<file path="src/rtl/fetch_instr_queue_if.sv">
// Fetch->decode packet bundle seen by the instruction queue.
// Handshake: fetch may drive IN_valid in a cycle only if OUT_ready was 1 in the previous cycle.
// Decode consumes the presented lanes in every cycle where IN_decReady and |OUT_valid are both high.
interface fetch_instr_queue_if #(
  parameter int SLOTS = 4,
  parameter int DEC_W = 2,
  parameter int FID_W = 5
);
  logic                  IN_valid;
  logic [31:0]           IN_pc;
  logic [FID_W-1:0]      IN_fetchID;
  logic [SLOTS-1:0]      IN_slotMask;
  logic [SLOTS*32-1:0]   IN_instrs;
  logic [1:0]            IN_fault;
  logic                  OUT_ready;
  logic                  IN_flush;
  logic                  IN_decReady;
  logic [DEC_W-1:0]      OUT_valid;
  logic [DEC_W*32-1:0]   OUT_instr;
  logic [DEC_W*32-1:0]   OUT_pc;
  logic [FID_W-1:0]      OUT_fetchID;
  logic [1:0]            OUT_fault;

  modport slave (
    input  IN_valid, IN_pc, IN_fetchID, IN_slotMask, IN_instrs, IN_fault, IN_flush, IN_decReady,
    output OUT_ready, OUT_valid, OUT_instr, OUT_pc, OUT_fetchID, OUT_fault
  );

  modport master (
    output IN_valid, IN_pc, IN_fetchID, IN_slotMask, IN_instrs, IN_fault, IN_flush, IN_decReady,
    input  OUT_ready, OUT_valid, OUT_instr, OUT_pc, OUT_fetchID, OUT_fault
  );
endinterface

</file>
<file path="src/rtl/fetch_instr_queue.sv">
// Fetch packet queue feeding decode DEC_W instructions per cycle in program order.
// Optional FIQ_BYPASS_EN: an empty queue presents the incoming packet in the same cycle.
module fetch_instr_queue #(
  parameter int DEPTH = 4,
  parameter int SLOTS = 4,
  parameter int DEC_W = 2,
  parameter int FID_W = 5
) (
  input logic clk,
  input logic rst_n,
  fetch_instr_queue_if.slave bus
);
  localparam int AW   = $clog2(DEPTH);
  localparam int PW   = AW + 1;
  localparam int NGRP = SLOTS / DEC_W;
  localparam int SW   = (SLOTS > 1) ? $clog2(SLOTS) : 1;

  logic [31:0]         ent_pc     [DEPTH];
  logic [FID_W-1:0]    ent_fid    [DEPTH];
  logic [SLOTS-1:0]    ent_mask   [DEPTH];
  logic [SLOTS*32-1:0] ent_instrs [DEPTH];
  logic [1:0]          ent_fault  [DEPTH];

  logic [PW-1:0] head, tail, count, count_next;
  logic [SW-1:0] slot_ptr;
  logic          ready_q;
  logic          empty, full, in_keep, byp;

  assign count   = tail - head;
  assign empty   = (count == '0);
  assign full    = (count == PW'(DEPTH));
  // All-empty, fault-free packets carry nothing for decode and are never stored.
  assign in_keep = bus.IN_valid && !bus.IN_flush &&
                   ((|bus.IN_slotMask) || (bus.IN_fault != 2'd0));

`ifdef FIQ_BYPASS_EN
  assign byp = empty && in_keep;
`else
  assign byp = 1'b0;
`endif

  logic                sel_valid;
  logic [31:0]         sel_pc;
  logic [FID_W-1:0]    sel_fid;
  logic [SLOTS-1:0]    sel_mask;
  logic [SLOTS*32-1:0] sel_instrs;
  logic [1:0]          sel_fault;
  logic [SW-1:0]       sel_sp;

  assign sel_valid  = !empty || byp;
  assign sel_pc     = byp ? bus.IN_pc       : ent_pc[head[AW-1:0]];
  assign sel_fid    = byp ? bus.IN_fetchID  : ent_fid[head[AW-1:0]];
  assign sel_mask   = byp ? bus.IN_slotMask : ent_mask[head[AW-1:0]];
  assign sel_instrs = byp ? bus.IN_instrs   : ent_instrs[head[AW-1:0]];
  assign sel_fault  = byp ? bus.IN_fault    : ent_fault[head[AW-1:0]];
  assign sel_sp     = byp ? '0 : slot_ptr;

  // First group at or after slot_ptr holding a valid slot; rest flags any later group.
  logic [SW-1:0] cur_slot;
  logic          found, rest;
  always_comb begin
    cur_slot = '0;
    found    = 1'b0;
    rest     = 1'b0;
    for (int g = 0; g < NGRP; g++) begin
      if ((|sel_mask[g*DEC_W +: DEC_W]) && ((g * DEC_W) >= int'(sel_sp))) begin
        if (!found) begin
          found    = 1'b1;
          cur_slot = SW'(g * DEC_W);
        end else begin
          rest = 1'b1;
        end
      end
    end
  end

  logic [DEC_W-1:0]    out_valid;
  logic [DEC_W*32-1:0] out_instr, out_pc;
  always_comb begin
    out_valid = '0;
    out_instr = '0;
    out_pc    = '0;
    if (sel_valid) begin
      if (sel_fault != 2'd0) begin
        out_valid[0]   = 1'b1;
        out_pc[31:0]   = sel_pc;
      end else if (found) begin
        for (int k = 0; k < DEC_W; k++) begin
          for (int s = 0; s < SLOTS; s++) begin
            if ((s == int'(cur_slot) + k) && sel_mask[s]) begin
              out_valid[k]         = 1'b1;
              out_instr[k*32 +: 32] = sel_instrs[s*32 +: 32];
              out_pc[k*32 +: 32]    = sel_pc + 32'(s * 4);
            end
          end
        end
      end
    end
  end

  logic fire, last, pop_head, enq_write;
  assign fire      = bus.IN_decReady && (|out_valid);
  assign last      = (sel_fault != 2'd0) || !rest;
  assign pop_head  = fire && last && !byp;
  // A bypassed packet that decode drains completely never needs an entry.
  assign enq_write = in_keep && !full && !(byp && fire && last);

  always_comb begin
    count_next = count;
    if (bus.IN_flush) count_next = '0;
    else              count_next = count + PW'(enq_write) - PW'(pop_head);
  end

  always_ff @(posedge clk or negedge rst_n) begin
    if (!rst_n) begin
      head     <= '0;
      tail     <= '0;
      slot_ptr <= '0;
      ready_q  <= 1'b1;
    end else begin
      assert (!(in_keep && full));
      ready_q <= (count_next <= PW'(DEPTH - 2));
      if (bus.IN_flush) begin
        head     <= tail;
        slot_ptr <= '0;
      end else begin
        if (pop_head)  head <= head + PW'(1);
        if (enq_write) tail <= tail + PW'(1);
        if (fire)      slot_ptr <= last ? '0 : (cur_slot + SW'(DEC_W));
      end
    end
  end

  always_ff @(posedge clk) begin
    if (enq_write) begin
      ent_pc[tail[AW-1:0]]     <= bus.IN_pc;
      ent_fid[tail[AW-1:0]]    <= bus.IN_fetchID;
      ent_mask[tail[AW-1:0]]   <= bus.IN_slotMask;
      ent_instrs[tail[AW-1:0]] <= bus.IN_instrs;
      ent_fault[tail[AW-1:0]]  <= bus.IN_fault;
    end
  end

  assign bus.OUT_ready   = ready_q;
  assign bus.OUT_valid   = out_valid;
  assign bus.OUT_instr   = out_instr;
  assign bus.OUT_pc      = out_pc;
  assign bus.OUT_fetchID = sel_valid ? sel_fid : '0;
  assign bus.OUT_fault   = sel_valid ? sel_fault : 2'd0;
endmodule

</file>
<file path="src/flat_wrapper.sv">
// flat-port wrapper written by rule: the top's interface ports become plain ports
module fetch_instr_queue_flat 
#(
  parameter int DEPTH = 4,
  parameter int SLOTS = 4,
  parameter int DEC_W = 2,
  parameter int FID_W = 5
)
  (clk, rst_n, bus_IN_valid, bus_IN_pc, bus_IN_fetchID, bus_IN_slotMask, bus_IN_instrs, bus_IN_fault, bus_IN_flush, bus_IN_decReady, bus_OUT_ready, bus_OUT_valid, bus_OUT_instr, bus_OUT_pc, bus_OUT_fetchID, bus_OUT_fault);
  fetch_instr_queue_if #(.SLOTS(SLOTS), .DEC_W(DEC_W), .FID_W(FID_W)) bus_i ();
  input logic clk;
  input logic rst_n;
  input wire logic [$bits(bus_i.IN_valid)-1:0] bus_IN_valid;
  input wire logic [$bits(bus_i.IN_pc)-1:0] bus_IN_pc;
  input wire logic [$bits(bus_i.IN_fetchID)-1:0] bus_IN_fetchID;
  input wire logic [$bits(bus_i.IN_slotMask)-1:0] bus_IN_slotMask;
  input wire logic [$bits(bus_i.IN_instrs)-1:0] bus_IN_instrs;
  input wire logic [$bits(bus_i.IN_fault)-1:0] bus_IN_fault;
  input wire logic [$bits(bus_i.IN_flush)-1:0] bus_IN_flush;
  input wire logic [$bits(bus_i.IN_decReady)-1:0] bus_IN_decReady;
  output wire logic [$bits(bus_i.OUT_ready)-1:0] bus_OUT_ready;
  output wire logic [$bits(bus_i.OUT_valid)-1:0] bus_OUT_valid;
  output wire logic [$bits(bus_i.OUT_instr)-1:0] bus_OUT_instr;
  output wire logic [$bits(bus_i.OUT_pc)-1:0] bus_OUT_pc;
  output wire logic [$bits(bus_i.OUT_fetchID)-1:0] bus_OUT_fetchID;
  output wire logic [$bits(bus_i.OUT_fault)-1:0] bus_OUT_fault;
  assign bus_i.IN_valid = bus_IN_valid;
  assign bus_i.IN_pc = bus_IN_pc;
  assign bus_i.IN_fetchID = bus_IN_fetchID;
  assign bus_i.IN_slotMask = bus_IN_slotMask;
  assign bus_i.IN_instrs = bus_IN_instrs;
  assign bus_i.IN_fault = bus_IN_fault;
  assign bus_i.IN_flush = bus_IN_flush;
  assign bus_i.IN_decReady = bus_IN_decReady;
  assign bus_OUT_ready = bus_i.OUT_ready;
  assign bus_OUT_valid = bus_i.OUT_valid;
  assign bus_OUT_instr = bus_i.OUT_instr;
  assign bus_OUT_pc = bus_i.OUT_pc;
  assign bus_OUT_fetchID = bus_i.OUT_fetchID;
  assign bus_OUT_fault = bus_i.OUT_fault;
  fetch_instr_queue #(.DEPTH(DEPTH), .SLOTS(SLOTS), .DEC_W(DEC_W), .FID_W(FID_W)) u_core (.clk(clk), .rst_n(rst_n), .bus(bus_i));
endmodule
</file>
<file path="config.mk">
export PLATFORM = sky130hd
export DESIGN_NAME = fetch_instr_queue_flat
export DESIGN_NICKNAME = d
export VERILOG_FILES = /design/src/rtl/fetch_instr_queue_if.sv /design/src/rtl/fetch_instr_queue.sv /design/src/flat_wrapper.sv
export SDC_FILE = /design/constraint.sdc
export NUM_CORES = 1
export LEC_CHECK = 0
export ABC_CLOCK_PERIOD_IN_PS = 6700
export BUFFER_PORTS_ARGS = -buffer_cell sky130_fd_sc_hd__buf_2
export CORE_MARGIN = 1.5
export CORE_UTILIZATION = 40
export CTS_CLUSTER_DIAMETER = 40
export DETAILED_ROUTE_END_ITERATION = 8
export MAX_ROUTING_LAYER = met4
export PLACE_DENSITY = 0.58
export RECOVER_POWER = 25
export SYNTH_ARGS = -nofsm -noshare
export SYNTH_HDL_FRONTEND = slang
export SYNTH_SLANG_ARGS = --single-unit
</file>
<file path="constraint.sdc">
create_clock -name clk -period 6.7 [get_ports clk]
set_input_delay 0 -clock clk [delete_from_list [all_inputs] [get_ports clk]]
set_output_delay 0 -clock clk [all_outputs]
set_load 0.01 [all_outputs]
</file>
==> flow_summary.ini, run 1 <==
[run_status]
status = finished clean

[sta]
setup-violations-final = 0
period_share_pct = 76.72
maxSlewViolCount = 0
worst_slack_ns = 1.560
tns_ns = 0
fin_worst_skew_ns = 0.02956
fmax_ghz = 0.1946
period_minus_slack_ns = 5.140
final-hold-violation-count = 0
slew_headroom_pct = 15.17
tightest_slew_ns = 1.255
rsz0062_at_grt = no

[critical_path]
reg2reg_setup_slack_ns = 1.97
cp-startpoint = u_core.head[0]$_DFFE_PN0P_
reg2regPathDepth = 7
worstReg2RegStart = u_core.head[0]$_DFFE_PN0P_
endpoint_kind = primary output
r2r_end = u_core.ent_fid[1][3]$_DFFE_PP_
crit_arrival_ns = 5.14
crit_type = reg2out
worstPathMaxFanout = 42
endpoint = bus_OUT_instr[34]
start_kind = register
critPathRequiredTime_ns = 6.70

[finish]
layout.cells.most_common = edfxtp_1
fin_cells = 3324
drive_gt1_share_pct = 23.10
layout_common_cells = edfxtp_1, nand2_1, buf_2, dlygate4sd3_1, clkbuf_1
nNetsFinal = 2469
final_area_um2 = 36610
area_delta_synth_final_pct = 27.19

[min_path]
hold_depth = 2
holdCritPathClass = in2reg

[synthesis]
ys_seq_area_share_pct = 72.06
synth_fp_nets = 1951
synth-main-ff-cell = edfxtp_1
synth_area_leaders = edfxtp_1, mux4_2, nand2_1, and3_1, a21oi_1
syn_avg_cell_area_um2 = 16.35
syn_area_um2 = 28780
syn_inst = 1761
synthArstFlopShare_pct = 1.156
synth-edff-count = 684
synth-seq-cells = 692
ys_types = 78
synth_largest_area_cell = edfxtp_1
ys_warn_count = 0
synth_top_area_share_pct = 71.36

[clock_tree]
cts_buffers = 100
post_cts_resized = 0
cts_setup_buffers = 0
clk_pin_slew_ns = 0.05
cts_max_path_buffers = 3
cts.htree.levels = 3
cts_tree = built
root_buffer = clkbuf_16
holdBufCountCts = 177
worstSkewPairLatency_ns = 0.66
cts.sinks = 692

[floorplanning]
boundaryPins = 314
fp.dieW_um = 271.3
start_util_pct = 40.33
rows = 98
die_h_um = 271.3
fp.coreArea_um2 = 71360
dieArea_um2 = 73580

[placed_design]
port_buffers = 313
place_congestion = 0.9212
placedInstanceArea_um2 = 31370
place_inst = 2950
dp_hpwl_mm = 46.55
dpl_worst_slack_ns = 1.829

[power]
power_frac_seq_pct = 32.5
share_comb_of_total_power_pct = 35.7
internal-power_mw = 10.91
ir_drop_v = 0.0002770
clkPwrFrac_pct = 31.8
powerDensity_nw_per_um2 = 469.8
power.leakage_nw = 12.63
swShare_pct = 36.59
switchingPower_mw = 6.293

[detailed_routing]
vias_per_cell = 5.496
drt-total-wl_mm = 76.78
num_vias = 18270
dr.pass1.iters = 5
remaining_drc_errors = 0
first_iter_violations = 1603
ant_nets = 0
wl_per_cell_um = 23.10

[job]
cap_violations = 0

[global_routing]
grt_antenna_before_repair = 13
grt_start_max_net_pins = 100
grt_overflow_total = 0
grt_usage_pct = 21.35
grt_first_pass_wirelength_mm = 116.0
grt_pass1_vias = 18739
## stage by stage
step	util (%)	hold WS [ns]	power [mW]
after floorplan	-	-0.2956	9.569
after global placement	43.95	-0.1351	11.68
after detailed placement	43.95	-0.1381	11.76
after CTS	51.45	0.03793	17.37
after global routing	51.30	0.1111	17.99
final	51.30	0.1060	17.20
## Yosys cell counts (all sizes together) (7+ instances only)
cell,count
nor2,44
mux2i,35
or4,11
o211ai,9
a211oi,38
dfrtp,7
nand3,20
a31oi,47
a21oi,79
inv,20
xor2,10
ha,12
nand4,25
edfxtp,684
clkbuf,55
buf,47
o21ai,37
nand2,237
mux4,107
and2,22
xnor2,8
a32oi,33
nor3,24
and3,70
nor4,11
## layer usage
| metal | global-route usage [%] | wire length, um | vias to the layer above |
|---|---|---|---|
| met5 | - | 0 | - |
| li1 | - | - | 8140 |
| met1 | 28.11 | 32560 | 9298 |
| met3 | 4.228 | 5066 | 146 |
| met2 | 33.46 | 36980 | 686 |
| met4 | 6.740 | 2172 | 0 |
## kinds of logic (layout without fill, tap and decap cells)
group,after synthesis,in the layout,share of synthesized area [%]
buf+inv,122,725,2.026
other cells,0,10,0
simple gates,490,490,8.507
flops,692,692,72.06
fa+ha+maj,14,14,0.6607
compound gates,282,282,6.494
mux,142,142,9.628
xor+xnor,19,19,0.6259
## state kept, by name (all words and copies together) (netlist names)
| name | cells |
|---|---|
| u_core.ent_pc | 128 |
| u_core.ent_fault | 8 |
| u_core.bus.OUT_ready | 1 |
| u_core.tail | 3 |
| u_core.ent_instrs | 512 |
| u_core.head | 3 |
| u_core.ent_mask | 16 |
| u_core.ent_fid | 20 |
| u_core.sel_sp | 1 |
## critical path, stage by stage, from the launching register on
cell	delay (ns)
dfrtp_4	0.75
ha_1	0.35
fa_1	0.43
xnor3_1	0.24
and3_1	0.39
a211oi_4	0.65
o21ai_2	0.42
inv_1	0.16
buf_4	0.51
and3_1	0.37
buf_2	0.17
## layout make-up
| type | instances | area (um2) |
|---|---|---|
| Antenna cell | 10 | 25.02 |
| Clock buffer | 105 | 2521 |
| Clock inverter | 82 | 1059 |
| Fill cell | 6032 | 34750 |
| Inverter | 20 | 75.07 |
| Multi-Input combinational cell | 947 | 7491 |
| Sequential cell | 692 | 20750 |
| Tap cell | 950 | 1189 |
| Timing Repair Buffer | 518 | 3503 |
## power groups by stage
| stage | Clock (mW) | Sequential (mW) | Combinational [mW] |
|---|---|---|---|
| detailed placement | 0 | 5.69 | 6.07 |
| floorplan | 0 | 5.59 | 3.98 |
| global placement | 0 | 5.66 | 6.02 |
| CTS | 5.57 | 5.61 | 6.19 |
| finish | 5.47 | 5.59 | 6.14 |
| global route | 5.74 | 5.65 | 6.60 |
## how the worst min path moves through the flow
| stage | end | startpoint |
|---|---|---|
| 2_1_floorplan | u_core.head[0]$_DFFE_PN0P_ | rst_n |
| 3_3_place_gp | u_core.tail[0]$_DFFE_PN0P_ | rst_n |
| 3_5_place_dp | u_core.head[0]$_DFFE_PN0P_ | rst_n |
| 4_1_cts | u_core.ent_instrs[2][12]$_DFFE_PP_ | bus_IN_instrs[12] |
| 5_1_grt | u_core.ent_pc[2][25]$_DFFE_PP_ | bus_IN_pc[25] |
| 6_report | u_core.ent_pc[2][17]$_DFFE_PP_ | bus_IN_pc[17] |
No activity file was read; power rests on OpenSTA's default activity.
==> run 2: changes to the inputs <==
Settings changed: ABC_AREA set to 1, ABC_CLOCK_PERIOD_IN_PS 6700 to 4400.
Clock period 6.7 ns to 4.4 ns, I/O delays scaled along.
==> run 2 against run 1 <==
  * Non-clock buffer count up 18
  * Clock skew down 0.0016 ns
  * First-iteration DRC count up 11%
  * Critical endpoint is now bus_OUT_pc[20]
==> flow_summary.ini, run 2 <==
[run_status]
status = finished clean

[synthesis]
synthTopCellsByCount = edfxtp_1, nand2_1, nor2_1, o21ai_0, nand3_1
syn_area_um2 = 30630
synth-main-ff-cell = edfxtp_1
synth_mux_area_share_pct = 0
ys_types = 62
ys_warn_count = 0
synth_top_area_share_pct = 67.07
synth-seq-cells = 692
synthXorXnorAreaFrac_pct = 0.2860
yosys.area_share.adder_pct = 0.6210
synth-edff-count = 684
synth_compound_area_share_pct = 10.41
synth_area_leaders = edfxtp_1, nand2_1, nor2_1, o21ai_0, nand3_1
synth_top_family_by_area = simple AND/OR/NAND/NOR gates
syn_inst = 2652
synthArstFlopShare_pct = 1.156
yosys.area_share.simple_pct = 16.76
synth_fp_nets = 2842
syn_avg_cell_area_um2 = 11.55
synth_most_common_cell = edfxtp_1
synth_largest_area_cell = edfxtp_1
ys_seq_area_share_pct = 67.72

[global_routing]
grt_antenna_before_repair = 12
grt_usage_pct = 23.62
grt_start_max_net_pins = 180
grt_pass1_vias = 21940
grt_first_pass_wirelength_mm = 136.0
grt_overflow_total = 0

[min_path]
holdCritPathClass = in2reg

[critical_path]
reg2reg_setup_slack_ns = 0.70
path_cells = buf_4, buf_4, nand3_1, nand2_2, nor2_4, nand2_2, nor2_4, nand2_1, inv_1, nand3_1, nand3_1, a21oi_1, buf_2
slowest_delay_ns = 0.66
worst-path-buf-inv = 4
endpoint_kind = primary output
cpMaxStageDelayCell = buf_4
start_kind = register
critPathRequiredTime_ns = 4.40
cp_top_family = buffers and inverters
crit_type = reg2out
crit_top_cell = nand3_1
crit_arrival_ns = 4.20
worstPathMaxFanout = 61

[sta]
tightest_slew_ns = 0.9062
setup-violations-final = 0
hold_ws_ns = 0.1398
period_share_pct = 95.35
maxSlewViolCount = 0
slew_headroom_pct = 39.59
worst_slack_ns = 0.2047
fmax_ghz = 0.2384
fin_worst_skew_ns = 0.02797
final-hold-violation-count = 0
rsz0062_at_grt = no
period_minus_slack_ns = 4.195

[clock_tree]
cts_buffers = 96
clk_pin_slew_ns = 0.06
cts_max_path_buffers = 3
cts.htree.levels = 3
worstSkewPairLatency_ns = 0.64
cts_tree = built
cts.sinks = 692
cts_setup_buffers = 0
root_buffer = clkbuf_16

[detailed_routing]
num_vias = 22472
wl_per_cell_um = 21.62
vias_per_cell = 5.339
dr.pass1.iters = 5
first_iter_violations = 1779
ant_nets = 0
remaining_drc_errors = 0
drt-total-wl_mm = 90.98

[finish]
nNetsFinal = 3322
layout_common_cells = edfxtp_1, nand2_1, nor2_1, o21ai_0, buf_2
drive_gt1_share_pct = 18.91
seq_area_um2 = 20750
layout.cells.most_common = edfxtp_1
filler_cell_count = 6753
final_area_um2 = 38190
multi_input_area_um2 = 8665
largest_reg_flops = 512
area_delta_synth_final_pct = 24.70

[job]
cap_violations = 0

[power]
finalPower_mw = 28.90
power_frac_seq_pct = 29.1
clkPwrFrac_pct = 26.7
internal-power_mw = 16.55
share_comb_of_total_power_pct = 44.2
swShare_pct = 42.75
switchingPower_mw = 12.36
power.leakage_nw = 13.79
ir_drop_v = 0.0005542
powerDensity_nw_per_um2 = 756.8

[placed_design]
port_buffers = 313
placedInstanceArea_um2 = 33230
dpl_worst_slack_ns = 0.7008
place_congestion = 0.9385
dp_hpwl_mm = 56.38

[floorplanning]
fp.dieW_um = 279.7
rows = 101
fp.coreArea_um2 = 75820
start_util_pct = 40.39
boundaryPins = 314
die_h_um = 279.7
dieArea_um2 = 78230
[run 2: path summary, 6_finish.rpt]
check,startpoint,end,depth (start not counted)
worst max-delay path,u_core.head[1]$_DFFE_PN0P_,bus_OUT_pc[20],13
worst min-delay path,bus_IN_pc[6],u_core.ent_pc[1][6]$_DFFE_PP_,2
worst max register to register,u_core.head[0]$_DFFE_PN0P_,u_core.bus.OUT_ready$_DFF_PN1_,18
worst min register to register,u_core.tail[2]$_DFFE_PN0P_,u_core.tail[2]$_DFFE_PN0P_,1
max in group asynchronous,rst_n,u_core.head[1]$_DFFE_PN0P_,3
min in group asynchronous,rst_n,u_core.head[0]$_DFFE_PN0P_,3
[run 2: final cells by class]
type	count	share of cell area (%)
Timing Repair Buffer	536	9.924
Clock buffer	107	6.454
Inverter	117	1.186
Clock inverter	74	2.110
Sequential cell	692	54.33
Tap cell	978	3.204
Multi-Input combinational cell	1689	22.69
Antenna cell	16	0.1048
[run 2: through the flow]
stage               setup TNS [ns]  cells  util (%)
floorplan                   -3.716   2652         -
global placement                 0   3835     43.82
detailed placement               0   3835     43.82
CTS                              0   4193     50.47
global route                     0   4205     50.35
finish                           0   4209     50.37
[run 2: per-layer routing]
metal  GRT usage [%]  wire length (um)  vias up
li1                -                 -    10505
met2           37.27             43460      726
met4           7.082              2039        0
met1           31.28             40090    11121
met3           4.170              5394      120
met5               -                 0        -
[run 2: worst reg2reg max path, stage by stage (launching register included)]
cell and delay [ns]:
dfrtp_4 0.60, ha_4 0.21, fa_2 0.33, xor2_1 0.26
inv_1 0.11, nor2_1 0.20, buf_4 0.32, nor2_8 0.07
nand2_4 0.06, nand2_2 0.06, nand3_2 0.11, inv_1 0.06
ha_1 0.27, inv_1 0.07, ha_1 0.14, inv_1 0.05
fa_1 0.48, nor2_1 0.04, o21ai_0 0.17
[run 2: cell families (layout without fill, tap and decap cells)]
kind of cell,Yosys count,in the layout
AO/OA/AOI/OAI,532,532
XOR/XNOR,10,10
adder cells (fa/ha/maj),14,14
buffers and inverters,271,834
flip-flops,692,692
other,0,16
AND/OR/NAND/NOR,1133,1133
[run 2: power by group through the flow]
stage | Combinational (mW) | Clock (mW) | Sequential (mW)
after global placement | 12.5 | 0 | 8.52
after floorplan | 8.15 | 0 | 8.51
after detailed placement | 12.6 | 0 | 8.55
after global routing | 13.9 | 8.15 | 8.48
final | 12.8 | 7.72 | 8.42
after CTS | 12.8 | 7.85 | 8.42
[run 2: what timing repair did]
action,4_1_cts,5_1_grt
setup endpoints to repair,0,1
resized for setup,0,1
hold endpoints to repair,698,0
hold buffers,177,0
